`src/rtl/hf_subcarrier_demod.sv`:
```
// ISO14443-A reader core: edge-detect filter, per-window load-modulation decision, SSP word serialiser, carrier enable.
// Optional macro HF_DEMOD_HYST_EN: two-window hysteresis on the modulation decision.
module hf_subcarrier_demod #(
  parameter int unsigned ADC_W         = 8,
  parameter int unsigned SC_PERIOD     = 16,
  parameter int unsigned BITS_PER_WORD = 8,
  parameter int unsigned THRESH_W      = 8
) (
  input  logic                         osc_clk,
  input  logic                         rst_n,
  input  logic [ADC_W-1:0]             adc_d,
  input  logic [2:0]                   mode,
  input  logic [THRESH_W-1:0]          threshold,
  input  logic [$clog2(SC_PERIOD)-1:0] phase_adj,
  input  logic                         ssp_dout,
  output logic                         ssp_clk,
  output logic                         ssp_frame,
  output logic                         ssp_din,
  output logic                         carrier_en,
  output logic                         curbit
);

  localparam int unsigned SUB_W = $clog2(SC_PERIOD);
  localparam int unsigned CNT_W = $clog2(SC_PERIOD * BITS_PER_WORD);
  localparam int unsigned IDX_W = CNT_W - SUB_W;
  localparam int unsigned F_W   = ADC_W + 3;
  localparam int unsigned HALF  = SC_PERIOD / 2;

  localparam logic [2:0] MODE_READER_LISTEN = 3'b011;
  localparam logic [2:0] MODE_READER_MOD    = 3'b100;

  localparam logic signed [F_W-1:0] F_ZERO = '0;

  logic [CNT_W-1:0]         cnt;
  logic [SUB_W-1:0]         sub;
  logic [IDX_W-1:0]         bit_idx;
  logic [ADC_W-1:0]         p1, p2, p3, p4;
  logic [2:0]               fill_cnt;
  logic signed [F_W-1:0]    x_e, p1_e, p3_e, p4_e;
  logic signed [F_W-1:0]    f_raw, f;
  logic signed [F_W-1:0]    fall_max, rise_min, thr_s;
  logic                     window_end, det, decision;
  logic [BITS_PER_WORD-1:0] acc, tx_sr, word_now, payload, word_sel;
  logic [2:0]               mode_q;
  logic                     mod_q, run_q;

  assign sub     = cnt[SUB_W-1:0];
  assign bit_idx = cnt[CNT_W-1:SUB_W];

  // Free-running word counter and 4-deep sample history
  always_ff @(posedge osc_clk) begin
    if (!rst_n) begin
      cnt      <= '0;
      p1       <= '0;
      p2       <= '0;
      p3       <= '0;
      p4       <= '0;
      fill_cnt <= '0;
    end else begin
      cnt <= cnt + CNT_W'(1);
      p1  <= adc_d;
      p2  <= p1;
      p3  <= p2;
      p4  <= p3;
      if (fill_cnt < 3'd4) begin
        fill_cnt <= fill_cnt + 3'd1;
      end
    end
  end

  // Gaussian-derivative edge filter; output held at zero until history is valid
  assign x_e  = $signed(F_W'(adc_d));
  assign p1_e = $signed(F_W'(p1));
  assign p3_e = $signed(F_W'(p3));
  assign p4_e = $signed(F_W'(p4));

  always_comb begin
    f_raw = ((p4_e <<< 1) + p3_e) - ((x_e <<< 1) + p1_e);
    f     = (fill_cnt < 3'd4) ? F_ZERO : f_raw;
  end

  assign window_end = (sub == phase_adj);
  assign thr_s      = $signed(F_W'(threshold));
  assign det        = (fall_max > thr_s) && (rise_min < -thr_s);

`ifdef HF_DEMOD_HYST_EN
  logic det_prev;

  // Decision only moves after two agreeing windows
  always_comb begin
    decision = curbit;
    if (det && det_prev) begin
      decision = 1'b1;
    end else if (!det && !det_prev) begin
      decision = 1'b0;
    end
  end

  always_ff @(posedge osc_clk) begin
    if (!rst_n) begin
      det_prev <= 1'b0;
    end else if (window_end) begin
      det_prev <= det;
    end
  end
`else
  assign decision = det;
`endif

  // Peak tracking per window; the compare cycle's own sample is discarded
  always_ff @(posedge osc_clk) begin
    if (!rst_n) begin
      fall_max <= '0;
      rise_min <= '0;
      curbit   <= 1'b0;
      acc      <= '0;
    end else if (window_end) begin
      fall_max <= '0;
      rise_min <= '0;
      curbit   <= decision;
      acc      <= {acc[BITS_PER_WORD-2:0], decision};
    end else begin
      if ((f > F_ZERO) && (f > fall_max)) begin
        fall_max <= f;
      end
      if ((f <= F_ZERO) && (f < rise_min)) begin
        rise_min <= f;
      end
    end
  end

  // At the word boundary the fresh word is sent straight from acc, since tx_sr loads on that same edge
  assign word_now = (mode == MODE_READER_LISTEN) ? acc : '0;
  assign payload  = (mode_q == MODE_READER_LISTEN) ? tx_sr : '0;
  assign word_sel = (cnt == '0) ? word_now : payload;

  always_ff @(posedge osc_clk) begin
    if (!rst_n) begin
      tx_sr     <= '0;
      mode_q    <= '0;
      ssp_clk   <= 1'b0;
      ssp_din   <= 1'b0;
      ssp_frame <= 1'b0;
    end else begin
      if (cnt == '0) begin
        tx_sr  <= acc;
        mode_q <= mode;
      end
      if (sub == '0) begin
        ssp_clk <= 1'b1;
        ssp_din <= word_sel[~bit_idx];
      end else if (sub == SUB_W'(HALF)) begin
        ssp_clk <= 1'b0;
      end
      if (cnt == CNT_W'(HALF - 1)) begin
        ssp_frame <= 1'b1;
      end else if (cnt == CNT_W'(SC_PERIOD + HALF - 1)) begin
        ssp_frame <= 1'b0;
      end
    end
  end

  // Carrier follows live mode so pauses are not delayed by word sampling
  always_ff @(posedge osc_clk) begin
    if (!rst_n) begin
      mod_q <= 1'b0;
      run_q <= 1'b0;
    end else begin
      mod_q <= ssp_dout;
      run_q <= 1'b1;
    end
  end

  assign carrier_en = run_q & (((mode == MODE_READER_MOD) & ~mod_q) | (mode == MODE_READER_LISTEN));

endmodule

```
`config.mk`:
```
export PLATFORM = sky130hd
export DESIGN_NAME = hf_subcarrier_demod
export DESIGN_NICKNAME = d
export VERILOG_FILES = /design/src/rtl/hf_subcarrier_demod.sv
export SDC_FILE = /design/constraint.sdc
export NUM_CORES = 1
export LEC_CHECK = 0
export ABC_AREA = 1
export CORE_MARGIN = 2
export CORE_UTILIZATION = 38
export CTS_CLUSTER_SIZE = 24
export DETAILED_ROUTE_END_ITERATION = 8
export GPL_TIMING_DRIVEN = 1
export PLACE_DENSITY = 0.64
export SLEW_MARGIN = 20
export SYNTH_ARGS = -nofsm -noshare
export SYNTH_HDL_FRONTEND = slang
export SYNTH_SLANG_ARGS = --single-unit
```
`constraint.sdc`:
```
create_clock -name osc_clk -period 5.4 [get_ports osc_clk]
set_input_delay 1.08 -clock osc_clk [delete_from_list [all_inputs] [get_ports osc_clk]]
set_output_delay 1.08 -clock osc_clk [all_outputs]
set_load 0.005 [all_outputs]
```
== Word-level counts from Yosys, hierarchy flattened ==
Cells that the tools add are included.
Cells by class
  add/sub/neg operators: 6
  reduce and logical (&&, ||, !) cells: 8
  multiplexer cells: 11
  $lt $le $gt $ge: 8
  bitwise gates (word level): 6
  eq/ne operators: 7
Operators by type and width (number)
  two-way mux 8 bit: 3
  < comparator 11 bit: 2
  adder 9 x 8 -> 10 bit: 2
  > comparator 11 x 1 -> 1 bit (second input constant): 1
  > comparator 11 bit: 1
  > comparator 11 x 9 -> 1 bit: 1
  <= comparator 11 x 1 -> 1 bit (second input constant): 1
  two-way mux 11 bit: 1
  negator 8 -> 11 bit: 1
  subtractor 10 x 10 -> 11 bit: 1
  adder 7 x 1 -> 7 bit (second input constant): 1
  equality test 7 x 3 -> 1 bit (second input constant): 1
  equality test 7 x 5 -> 1 bit (second input constant): 1
  zero test 7 bit: 1
  equality test 3 x 2 -> 1 bit (second input constant): 2
  two-way mux 1 bit: 6
  equality test 4 bit: 1
  equality test 4 bit (second input constant): 1
  zero test 4 bit: 1
  < comparator 3 x 4 -> 1 bit (second input constant): 1
  nonzero test 2 bit: 2
  adder 3 x 1 -> 3 bit (second input constant): 1
  binary-select mux 1 bit (select 3 bit): 1
  equality test 3 bit (second input constant): 1
  7 further kinds: 11
Storage, ports and cells
  bits of input ports: 26
  logic and storage cells: 63
  output and inout bits: 5
  bits in registers: 89

== Depth between registers and ports, before layout ==
  depth in word-level cells: 5
  depth in mapped cells: 27
  gate-level depth less buffers: 27

== Worst setup path after synthesis ==
OpenSTA, ideal clock, no wires.
  path type: input to register
  from: input port adc_d[2]
  to: register fall_max[8]
  path buffers: 1
  arrival: 4.630 ns
  setup time: 0.114 ns
  required time: 5.286 ns
  cell stages on the path: 20
  path slack: 0.657 ns
  cells stage by stage: fa_1 -> fa_1 -> inv_1 -> ha_1 -> or2_1 -> nand3_1 -> nand3_1 -> nand3_1 -> inv_1 -> ha_1 -> nand4_1 -> nor3_1 -> nand2_1 -> nand4_1 -> nor2_1 -> nor2_1 -> nand3_4 -> buf_6 -> nor2_1 -> nor2_2
On the way
  longest elaborated chain between the ends: 5
  elaborated cells on any way between the ends: 6
  classes of those cells: add/sub: 2; order compare: 2; mux: 1; reduce/logical: 1
RTL lines
  start, declared: line 11  | input logic [ADC_W-1:0] adc_d,
  adder 9 x 8 -> 10 bit (*): line 78  | f_raw = ((p4_e <<< 1) + p3_e) - ((x_e <<< 1) + p1_e);
  subtractor 10 x 10 -> 11 bit (*): line 78
  two-way mux 11 bit (*): line 79  | f = (fill_cnt < 3'd4) ? F_ZERO : f_raw;
  via f[8]: line 40  | logic signed [F_W-1:0] f_raw, f;
  > comparator 11 x 1 -> 1 bit / > comparator 11 bit (equally long branches): line 123  | if ((f > F_ZERO) && (f > fall_max)) begin
  logical AND 1 bit: line 123
  end signal, assigned: line 113  | fall_max <= '0;
  end signal, assigned: line 118  | fall_max <= '0;
  end signal, assigned: line 124  | fall_max <= f;
  end, declared: line 41  | logic signed [F_W-1:0] fall_max, rise_min, thr_s;
Mark *: on every way through the listed nets, which the timed path passes. The rest lies on a longest branch.
A chain may end at the register's enable or synchronous reset.

== Worst setup path after layout ==
  from: input port adc_d[4]
  to: register fall_max[9]
On the way
  longest elaborated chain between the ends: 5
  elaborated cells on any way between the ends: 6
  classes of those cells: add/sub: 2; order compare: 2; mux: 1; reduce/logical: 1
RTL lines (line)
  adder 9 x 8 -> 10 bit (*): 78
  subtractor 10 x 10 -> 11 bit (*): 78
  two-way mux 11 bit (*): 79
  via f[8]: 40
  > comparator 11 x 1 -> 1 bit / > comparator 11 bit (equally long branches): 123
  logical AND 1 bit (*): 123
Marks and branches as above.

==> metrics <==
final-report setup violation count=0; # Max-Cap Violations=0; Top Ports=31; residual DRC count=0; total global routing track utilization=15.19%; Period Utilization, post-route=92.80%; number of antenna violations at the first check in global routing=0; detailed router's first-iteration violation count=210; Distinct cells, synth=41; Min Hold Slack=0.4078 ns; Die Height=123.7 µm; post-synthesis sequential area ratio=32.35%; die footprint=15,300 µm²; leftover overflow at the end of global routing=0; cell-by-cell trace of the critical path=clkdlybuf4s50_1 > fa_1 > fa_1 > inv_1 > ha_1 > a21oi_1 > nor2_1 > nor2_1 > nand3_1 > nand3_1 > inv_1 > ha_1 > nand4_1 > nor3_1 > nand2_1 > nand4_1 > nor2_1 > nor2_4 > buf_4 > nand4_1 > nand2_1 > nor2_1; TritonCTS clock tree=done; total length of routed wires=10,820 µm; critical path peak fanout=4; mean instance size in the synthesized netlist=7.146 µm²; count of H-tree levels built during CTS=3; fraction of final layout cells sized beyond drive strength 1=6.211%; synthesized area=5445 µm²; sum of met2 wire segment lengths after detailed routing=4618 µm; clock skew after layout=0.009142 ns; placer congestion estimate=0.8133; biggest cell delay along the critical path=0.52 ns; port bufs=30; area growth from synthesis to layout=16.29%; routed len/inst=10.98 µm; number of buffers inserted by post-CTS setup repair=0; sort of element at the start of the critical path=primary input; EDFF count, synth=0; most common library cell in the layout ignoring fill and taps=sky130_fd_sc_hd__nand2_1; remaining number of nets flagged by the antenna check after routing=0; Pleak=3.237 nW; Total Power=0.002335 W; required arrival time at the worst endpoint=5.65 ns; cts bufs inserted=9; outcome=complete, no violations; synthesized netlist net count=858; type of the setup path with the least slack=primary input to flip-flop; hold buffer count at CTS=0; setup TNS=0 ns; Die X=123.7 µm; clock latency of the later-clocked register in the worst-skew pair=0.34 ns; setup slack after layout=0.3886 ns; detailed-router iteration count before antenna repair=5; clock tree root buffer cell=sky130_fd_sc_hd__clkbuf_16; ys flop type=sky130_fd_sc_hd__dfxtp_1; power density over the cells=368.8 nW/µm²; top sig layer=met4; detailed-routed wire length on met3=406 µm; category of the worst setup path capture point=flip-flop; effective utilization at floorplan=39.08%; final critical delay including setup and external delays=5.011 ns; TritonCTS Sinks=88; Post-Place Worst Slack=-0.05255 ns; antenna diode instance count=0; number of failing hold endpoints at the final stage=0; detailed-route wire length on metal 1=5680 µm; Synth Register Bits=88; classification of the worst-slack hold path=flip-flop to flip-flop; clock transition at the register clock pins on the worst setup and hold paths after CTS=0.07 ns; share of async-settable or async-resettable flops after synthesis=0%; dpl hpwl=8267 µm; pins over their slew limit=0; total of warnings raised by yosys=0; relative slew slack=62.14%; maximum clock insertion buffer count=2; post-cts sizing count=0; unrepaired setup endpoints after global routing=false; highest clock rate=199.5 MHz; pin count of the biggest net entering global routing=48; most frequent CP cell=sky130_fd_sc_hd__nor2_1; standard-cell row count=43; vias after detailed routing=4,509; final core utilization=45.44%; Via-to-Cell Ratio=4.578; wire length of the first global-routing pass=18,490 µm; commonest cells after routing, fill and taps aside=sky130_fd_sc_hd__nand2_1, sky130_fd_sc_hd__inv_1, sky130_fd_sc_hd__dfxtp_1, sky130_fd_sc_hd__nor2_1, sky130_fd_sc_hd__ha_1; cell at the slowest stage of the critical path=sky130_fd_sc_hd__fa_1; Worst Max-Slew Pin Slew=0.5672 ns; Post-layout nets=896; area inside the core boundary=13,930 µm²; via count of the first global-routing pass=4,031; worst path arrival time=5.26 ns; maximum vdd ir drop=0.0002012 V; number of instances in the synthesized netlist=762
-- synth_stat cells (5+ instances only) --
cell	instances	area (µm²)
sky130_fd_sc_hd__ha_1	57	713.2
sky130_fd_sc_hd__fa_1	13	260.3
sky130_fd_sc_hd__dfxtp_1	88	1762
sky130_fd_sc_hd__nor2_1	81	304.0
sky130_fd_sc_hd__a21oi_1	45	225.2
sky130_fd_sc_hd__xor2_1	10	87.58
sky130_fd_sc_hd__nand4_1	10	62.56
sky130_fd_sc_hd__buf_2	5	25.02
sky130_fd_sc_hd__o22ai_1	5	31.28
sky130_fd_sc_hd__nand2_1	170	638.1
sky130_fd_sc_hd__inv_1	152	570.6
sky130_fd_sc_hd__nand3_1	43	215.2
sky130_fd_sc_hd__nor3_1	10	50.05
sky130_fd_sc_hd__o21ai_0	19	95.09
sky130_fd_sc_hd__clkbuf_1	8	30.03
-- area by class of cell --
class | count | area (µm²)
Fill cell | 1401 | 7602
Multi-Input combinational cell | 506 | 3055
Sequential cell | 88 | 1762
Inverter | 154 | 579.3
Timing Repair Buffer | 41 | 382.9
Clock buffer | 9 | 225.2
Tap cell | 180 | 225.2
Clock inverter | 7 | 102.6
-- report_power, final --
group | total, W | switching (W) | internal [W]
combinational | 0.000906 | 0.000552 | 0.000354
clock | 0.000679 | 0.000269 | 0.000410
sequential | 0.000750 | 0.0000454 | 0.000704
total | 0.00234 | 0.000867 | 0.00147
-- critical path: cells and delay by family --
kind / cells / cell delay (ns)
buffers and inverters: 4 / 0.78
AOI/OAI and AO/OA: 1 / 0.24
adders and majority gates: 4 / 1.67
and+or+nand+nor: 13 / 1.47
-- routing by layer --
layer	track usage [%]	vias to the layer above
met4	4.688	0
met1	21.73	1967
li1	-	2467
met5	0	-
met2	23.18	66
met3	2.793	9
-- worst paths after layout --
path | from | to | slack (ns) | depth (start not counted)
max | adc_d[4] | fall_max[9] | 0.39 | 22
min | p2[1] | p3[1] | 0.41 | 2
max reg2reg | p3[5] | fall_max[9] | 1.26 | 22
min reg2reg | p2[1] | p3[1] | 0.41 | 2
-- cell families (layout without fill, tap and decap cells) --
kind of cell    Yosys count  count (layout)  share of synthesized area, %
fa+ha+maj                70              70                         17.88
compound gates           86              86                         8.870
xor+xnor                 10              10                         1.608
buf+inv                 169             211                         11.99
flops                    88              88                         32.35
simple gates            339             340                         27.30
-- sequential cells by signal, summed over array words and instances (netlist names) --
signal / flops
ssp_din: 1
fall_max: 11
acc: 8
rise_min: 11
p3: 8
cnt: 7
ssp_clk: 1
fill_cnt: 3
mod_q: 1
p2: 8
p1: 8
run_q: 1
mode_q: 3
tx_sr: 8
p4: 8
ssp_frame: 1
-- stage by stage --
stage	instances	instance area [µm²]
2_1_floorplan	762	5445
3_3_place_gp	968	5979
3_5_place_dp	968	5979
4_1_cts	984	6307
5_1_grt	985	6332
6_report	985	6332
No activity file was read; power rests on OpenSTA's default activity.
